===== src/rtl/gamepad_pkg.sv =====
// Shared definitions for the game controller poller: sequencer states and
// default timing for a 50 MHz system clock.
package gamepad_pkg;

    typedef enum logic [2:0] {
        IDLE,
        LATCH,
        GAP,
        CLK_LO,
        CLK_HI,
        DONE
    } poll_state_t;

    localparam int DEF_CLK_DIV     = 300;
    localparam int DEF_POLL_PERIOD = 833333;
    localparam int DEF_NBITS       = 16;

endpackage


===== src/rtl/gamepad_shift.sv =====
// Per-pad input path: 2-flop synchronizer feeding an LSB-first shift register
// whose parallel output is inverted so that 1 means pressed.
module gamepad_shift
    import gamepad_pkg::*;
#(
    parameter int NBITS = DEF_NBITS
) (
    input  logic             clock,
    input  logic             reset,
    input  logic             pad_data,
    input  logic             sample_en,
    output logic [NBITS-1:0] word
);

    logic             sync1;
    logic             sync2;
    logic [NBITS-1:0] shift_reg;

    // New bits enter at the top so the first bit shifted ends up in bit 0.
    always_ff @(posedge clock or negedge reset) begin
        if (!reset) begin
            sync1     <= 1'b0;
            sync2     <= 1'b0;
            shift_reg <= '0;
        end else begin
            sync1 <= pad_data;
            sync2 <= sync1;
            if (sample_en) begin
                shift_reg <= {sync2, shift_reg[NBITS-1:1]};
            end
        end
    end

    assign word = ~shift_reg;

endmodule


===== src/rtl/gamepad_poller.sv =====
// Autonomous poller for two serial game pads: periodic latch/clock sequencing,
// serial capture and registered button snapshots with a sticky new-data flag.
module gamepad_poller
    import gamepad_pkg::*;
#(
    parameter int CLK_DIV     = DEF_CLK_DIV,
    parameter int POLL_PERIOD = DEF_POLL_PERIOD,
    parameter int NBITS       = DEF_NBITS
) (
    input  logic             clock,
    input  logic             reset,
    output logic             pad_latch,
    output logic             pad_clk,
    input  logic             pad1_data,
    input  logic             pad2_data,
    output logic [NBITS-1:0] buttons1,
    output logic [NBITS-1:0] buttons2,
    output logic             valid,
    output logic             new_data,
    input  logic             rd_ack,
    output logic [7:0]       poll_count
);

    localparam int TW = $clog2(POLL_PERIOD);
    localparam int DW = $clog2(2 * CLK_DIV);
    localparam int BW = $clog2(NBITS + 1);

    localparam logic [TW-1:0] TIMER_LAST = TW'(POLL_PERIOD - 1);
    localparam logic [DW-1:0] HALF_LAST  = DW'(CLK_DIV - 1);
    localparam logic [DW-1:0] LATCH_LAST = DW'(2 * CLK_DIV - 1);
    localparam logic [BW-1:0] FINAL_BIT  = BW'(NBITS - 1);

    poll_state_t      state;
    poll_state_t      state_next;
    logic [TW-1:0]    timer;
    logic [DW-1:0]    div_cnt;
    logic [BW-1:0]    bit_cnt;
    logic             poll_req;
    logic             sample_en;
    logic [NBITS-1:0] word1;
    logic [NBITS-1:0] word2;

    assign poll_req = (timer == TIMER_LAST);

    // The period timer free-runs; requests landing outside IDLE are simply lost.
    always_ff @(posedge clock or negedge reset) begin
        if (!reset) begin
            timer <= '0;
        end else begin
            timer <= poll_req ? '0 : timer + TW'(1);
        end
    end

    always_comb begin
        state_next = state;
        sample_en  = 1'b0;
        case (state)
            IDLE: begin
                if (poll_req) state_next = LATCH;
            end
            LATCH: begin
                if (div_cnt == LATCH_LAST) state_next = GAP;
            end
            GAP: begin
                if (div_cnt == HALF_LAST) begin
                    sample_en  = 1'b1;
                    state_next = CLK_LO;
                end
            end
            CLK_LO: begin
                if (div_cnt == HALF_LAST) state_next = CLK_HI;
            end
            CLK_HI: begin
                if (div_cnt == HALF_LAST) begin
                    sample_en  = 1'b1;
                    state_next = (bit_cnt == FINAL_BIT) ? DONE : CLK_LO;
                end
            end
            DONE: begin
                state_next = IDLE;
            end
            default: begin
                state_next = IDLE;
            end
        endcase
    end

    // Pad strobes are decoded from the next state so they line up with the state register.
    always_ff @(posedge clock or negedge reset) begin
        if (!reset) begin
            state     <= IDLE;
            div_cnt   <= '0;
            bit_cnt   <= '0;
            pad_latch <= 1'b0;
            pad_clk   <= 1'b1;
        end else begin
            state     <= state_next;
            div_cnt   <= (state_next != state || state == IDLE) ? '0 : div_cnt + DW'(1);
            if (state == IDLE) begin
                bit_cnt <= '0;
            end else if (sample_en) begin
                bit_cnt <= bit_cnt + BW'(1);
            end
            pad_latch <= (state_next == LATCH);
            pad_clk   <= (state_next != CLK_LO);
        end
    end

    // Publishing happens only on completion, so an aborted poll never reaches the outputs.
    always_ff @(posedge clock or negedge reset) begin
        if (!reset) begin
            buttons1   <= '0;
            buttons2   <= '0;
            valid      <= 1'b0;
            new_data   <= 1'b0;
            poll_count <= '0;
        end else begin
            valid <= (state == DONE);
            if (state == DONE) begin
                buttons1   <= word1;
                buttons2   <= word2;
                new_data   <= 1'b1;
                poll_count <= poll_count + 8'd1;
            end else if (rd_ack) begin
                new_data <= 1'b0;
            end
        end
    end

    gamepad_shift #(.NBITS(NBITS)) u_shift1 (
        .clock     (clock),
        .reset     (reset),
        .pad_data  (pad1_data),
        .sample_en (sample_en),
        .word      (word1)
    );

    gamepad_shift #(.NBITS(NBITS)) u_shift2 (
        .clock     (clock),
        .reset     (reset),
        .pad_data  (pad2_data),
        .sample_en (sample_en),
        .word      (word2)
    );

endmodule


===== config.mk =====
export PLATFORM = sky130hd
export DESIGN_NAME = gamepad_poller
export DESIGN_NICKNAME = d
export VERILOG_FILES = /design/src/rtl/gamepad_pkg.sv /design/src/rtl/gamepad_shift.sv /design/src/rtl/gamepad_poller.sv
export SDC_FILE = /design/constraint.sdc
export NUM_CORES = 1
export LEC_CHECK = 0
export CAP_MARGIN = 40
export CORE_MARGIN = 3
export CORE_UTILIZATION = 33
export DETAILED_ROUTE_END_ITERATION = 6
export HOLD_SLACK_MARGIN = 0.03
export SETUP_SLACK_MARGIN = 0.4
export SKIP_CTS_REPAIR_TIMING = 1
export SYNTH_ARGS = -nofsm -noshare
export SYNTH_HDL_FRONTEND = slang
export SYNTH_SLANG_ARGS = --single-unit

===== constraint.sdc =====
create_clock -name clock -period 4.8 [get_ports clock]
set_clock_uncertainty 0.15 [all_clocks]
set_input_delay 1.44 -clock clock [delete_from_list [all_inputs] [get_ports clock]]
set_output_delay 1.44 -clock clock [all_outputs]
set_load 0.005 [all_outputs]

* After elaboration in Yosys (flattened, before gate mapping)
Cells that the tools add are included.
** Word-level totals
- Flip-flop bits (word level) :: 118
- Bits of input ports :: 5
- Word-level logic and storage cells :: 55
** Cells by class
- Add/subtract/negate cells :: 4
- Equal/unequal tests :: 12
- Muxes and demuxes :: 15
- Bitwise operators :: 2
- Reduce and logical (&&, ||, !) cells :: 5
** Operators by type and width (number)
- inverter 16 bit :: 2
- adder 20 x 1 -> 20 bit (second input constant) :: 1
- == test 20 bit (second input constant) :: 1
- two-way mux 20 bit :: 1
- two-way mux 3 bit :: 6
- case mux 3 bit (5 select lines) :: 1
- adder 10 x 1 -> 10 bit (second input constant) :: 1
- == test 10 bit (second input constant) :: 1
- == test 10 x 9 -> 1 bit (second input constant) :: 1
- two-way mux 10 bit :: 1
- two-way mux 5 bit :: 2
- adder 8 x 1 -> 8 bit (second input constant) :: 1
- == test 3 x 1 -> 1 bit (second input constant) :: 2
- == test 3 x 2 -> 1 bit (second input constant) :: 2
- == test 3 bit (second input constant) :: 2
- adder 5 x 1 -> 5 bit (second input constant) :: 1
- == test 5 x 4 -> 1 bit (second input constant) :: 1
- two-way mux 1 bit :: 4
- nonzero test 2 bit :: 2
- zero test 3 bit :: 1
- != test 3 x 2 -> 1 bit (second input constant) :: 1
- != test 3 bit :: 1
- OR reduction 2 bit :: 1
- logical OR 1 bit :: 1

* Longest topological paths before layout
- Word-level depth :: 7
- Mapped depth :: 8
- Gate-level depth less buffers :: 8

* Hierarchy
Synthesis repeated with hierarchy kept, for this count alone.
** Second synthesis, totals
- Cells, all modules :: 428
- Area total of the unflattened synthesis :: 5406.4 um^2
** Modules (own cells, without submodules)
- gamepad_poller :: instances 1, cells an instance 324, area an instance 3887.5 um^2
- gamepad_shift :: instances 2, cells an instance 52, area an instance 759.5 um^2

* Least setup slack after synthesis
Ideal clock, no wire load.
- Kind :: reg2reg
- Start :: register div_cnt[0]
- End :: register div_cnt[0]
- Arrival time :: 1969 ps
- Data required time :: 4561 ps
- Slack :: 2592 ps
- Cell stages (with the launch flop) :: 7
- Buffers on the path :: 0
- Path through :: dfrtp_1 > ha_1 > nor4b_1 > and3_1 > a2111oi_0 > a21oi_2 > nor3b_1
** On the way
- Longest elaborated chain between the ends :: 6
** Ends and longest elaborated chain
- start, declared :: line gamepad_poller.sv:36 : logic [DW-1:0] div_cnt;
- start signal, assigned :: line gamepad_poller.sv:98 : div_cnt <= (state_next != state || state == IDLE) ? '0 : div_cnt + DW'(1);
- == test 10 x 9 -> 1 bit or == test 10 bit (tied branches)
- two-way mux 3 bit (on tied branches)
- case mux 3 bit (5 select lines) :: line gamepad_poller.sv:57 : case (state)
- != test 3 bit :: line gamepad_poller.sv:98
- logical OR 1 bit :: line gamepad_poller.sv:98
- two-way mux 10 bit (*) :: line gamepad_poller.sv:98
Every way passes the cells marked *; elsewhere a longest branch is shown, timed or not.
A chain may end at the register's enable or synchronous reset.

* Worst setup path after layout
- Start :: register pad_clk
- End :: output pad_clk
** RTL lines
- start, declared :: line gamepad_poller.sv:13 : output logic pad_clk,
- start signal, assigned :: line gamepad_poller.sv:105 : pad_clk <= (state_next != CLK_LO);
No word-level cell between the ends.

==> impl_metrics.yaml <==
hold_path:
  hold_class: "register to register"
die:
  start_util: 0.344
  io_pins: 49
  dieArea_um2: 16300
  num_rows: 43
  core_um2: 14100
  die_w_um: 127
  die_y_um: 127
clock_tree:
  cts_root_buf: "clkbuf_16"
  clkTransAtPathRegs_ns: 0.05
  cts_buffer_depth: 2
  cts_buffers: 17
  worstSkewPairLatency_ns: 0.41
  cts_tree: "built"
  htree_levels: 4
  cts_sinks: 118
cells_and_area:
  diodes: 0
  regMostFlops: "timer"
  num-nets-final: 490
  drive_gt1_frac: 0.0876
  area_growth_pct: 25.3
  largest_register_ffs: 20
timing:
  rsz0062_at_grt: "false"
  fin_tns_setup_ns: 0
  setup_slack_ns: 1.80
  fin_crit_ns: 3.00
  slew_headroom: 0.434
  hold_viol: 0
  hold-worst-slack_ns: 0.198
  worst_slew_pin_slew_ns: 0.828
  finalMaxSlewViolations: 0
  setup_viol: 0
  finalCritPeriodShare: 0.625
  max_freq_ghz: 0.333
synthesis:
  ys_seq_elements: 118
  avgSynthCellArea_um2: 11.6
  ys.warnings.count: 0
  synth_edf_count: 0
  synth_area_leaders: "dfrtp_1, mux2_1, nand2_1"
  syn_nets: 432
  syn-cell-area_um2: 4870
  ys_async_sr_fraction: 1.00
  seq_area_frac_synth: 0.606
  post_synth_num_cell_types: 42
  synth_top_area_frac: 0.601
  ys_top_cells_by_count: "dfrtp_1, nand2_1, o21ai_0"
  yosysMostFrequentCell: "dfrtp_1"
  synthFlopType: "dfrtp_1"
  yosysTopAreaCell: "dfrtp_1"
  synth_cells: 421
setup_path:
  critPathBufInv: 1
  worstPathMaxFanout: 1
  reg2regPathDepth: 4
  crit_type: "register to primary output"
  crit_cells: 1
  setup.worst_path.start_class: "register"
  crit_slowest_cell: "dfstp_2"
  crit_start: "pad_clk"
  cp.required_ns: 3.21
  max_stage_delay_ns: 0.51
  critPathTopFamily: "flip-flops"
  cp-end-kind: "primary output"
  rrSetupSlack_ns: 2.15
  crit_arrival_ns: 1.41
  crit_chain: "clkdlybuf4s50_1"
  rr_startpoint: "div_cnt[2]"
  crit_end: "pad_clk"
  reg2reg_to: "u_shift1.shift_reg[10]"
placed_design:
  place_congestion: 0.759
  pre_cts_ws_ns: 2.12
  dpl.hpwl_um: 5960
  port_buffers: 48
power:
  p_per_area_nw_per_um2: 359
  p_clk_frac: 0.534
  p_leak_nw: 2.87
  switchingPower_w: 0.000445
  intPower_w: 0.00175
  seqPwrFrac: 0.455
  power_frac_comb: 0.010
  swShare: 0.203
  ir_drop_mv: 0.218
grt:
  grt_use_total: 0.119
  antenna_found_initial: 0
  grt_pass1_vias: 3178
  grt_pass1_wl_um: 15300
  grt_max_degree: 64
  grt.overflow.total: 0
routing:
  vias: 3148
  dr.pass1.iters: 4
  drt_iter0_drc: 190
  drc: 0
  antenna_left: 0
  wl_um: 8950
  via_per_inst: 4.69
  wire_per_inst_um: 13.3
run_status:
  status: "finished, final reports clean"
flow_run:
  max_cap_violations: 0
routing by layer:
| metal | vias up | GRT usage | wire length [um] |
|---|---|---|---|
| met5 | - | 0 | 0 |
| met4 | 0 | 0.0473 | 118 |
| met3 | 11 | 0.0464 | 448 |
| met2 | 54 | 0.179 | 4090 |
| met1 | 1519 | 0.154 | 4290 |
| li1 | 1564 | - | - |
worst min path at each step:
| stage | startpoint | end | slack (ns) | depth (start not counted) |
|---|---|---|---|---|
| 2_1_floorplan | u_shift1.sync1 | u_shift1.sync2 | 0.18 | 0 |
| 3_3_place_gp | u_shift2.sync1 | u_shift2.sync2 | 0.19 | 0 |
| 3_5_place_dp | u_shift2.sync1 | u_shift2.sync2 | 0.19 | 0 |
| 4_1_cts | u_shift2.sync1 | u_shift2.sync2 | 0.20 | 0 |
| 5_1_grt | u_shift2.sync1 | u_shift2.sync2 | 0.21 | 0 |
| 6_report | u_shift2.sync1 | u_shift2.sync2 | 0.20 | 0 |
cell families after synthesis:
group                      count (synthesis)  share of synthesized area
and+or+nand+nor                          164                      0.174
AOI/OAI and AO/OA                         42                     0.0457
adders and majority gates                  6                     0.0154
buffers and inverters                     23                     0.0188
muxes                                     34                     0.0781
DFF                                      118                      0.606
xor gates and xnor gates                  34                     0.0611
cell usage in the layout (no fill, tap or decap), types with 3 or more instances in the layout:
cell type / count
nor3b_1: 3
o21ai_0: 35
nand2b_1: 4
and2_1: 6
ha_1: 6
and3_1: 8
nor4_1: 5
xor2_1: 11
clkbuf_16: 17
xnor2_1: 23
inv_1: 8
clkinv_2: 4
nand4_1: 13
nor2_1: 25
mux2_1: 32
clkdlybuf4s50_1: 47
clkbuf_1: 3
clkbuf_8: 3
nand2_1: 58
dfrtp_1: 117
buf_4: 5
nand3_1: 19
nor3_1: 3
power by group through the flow:
stage / sequential, W / combinational [W] / clock [W]
2_1_floorplan: 0.00102 / 0.0000000153 / 0
3_3_place_gp: 0.00101 / 0.0000236 / 0
3_5_place_dp: 0.00102 / 0.0000243 / 0
4_1_cts: 0.000998 / 0.0000244 / 0.00120
5_1_grt: 0.000997 / 0.0000270 / 0.00125
6_report: 0.000998 / 0.0000223 / 0.00117
through the flow:
| step | area, um^2 | util | total power, W | cells |
|---|---|---|---|---|
| finish | 6100 | 0.431 | 0.00219 | 671 |
| global route | 6100 | 0.431 | 0.00228 | 671 |
| CTS | 6100 | 0.431 | 0.00222 | 671 |
| detailed placement | 5550 | 0.392 | 0.00104 | 640 |
| global placement | 5550 | 0.392 | 0.00104 | 639 |
| floorplan | 4870 | - | 0.00102 | 421 |
area by class of cell:
class                   instances  area [um^2]
fillers                      1309         8050
well taps                     180          225
clock buffers                  23          478
flip-flops and latches        118         2950
multi-input cells             280         1830
inverters                       9         33.8
repair buffers                 53          513
clock inverters                 8         75.1
Power figures use the tool's default switching activity.
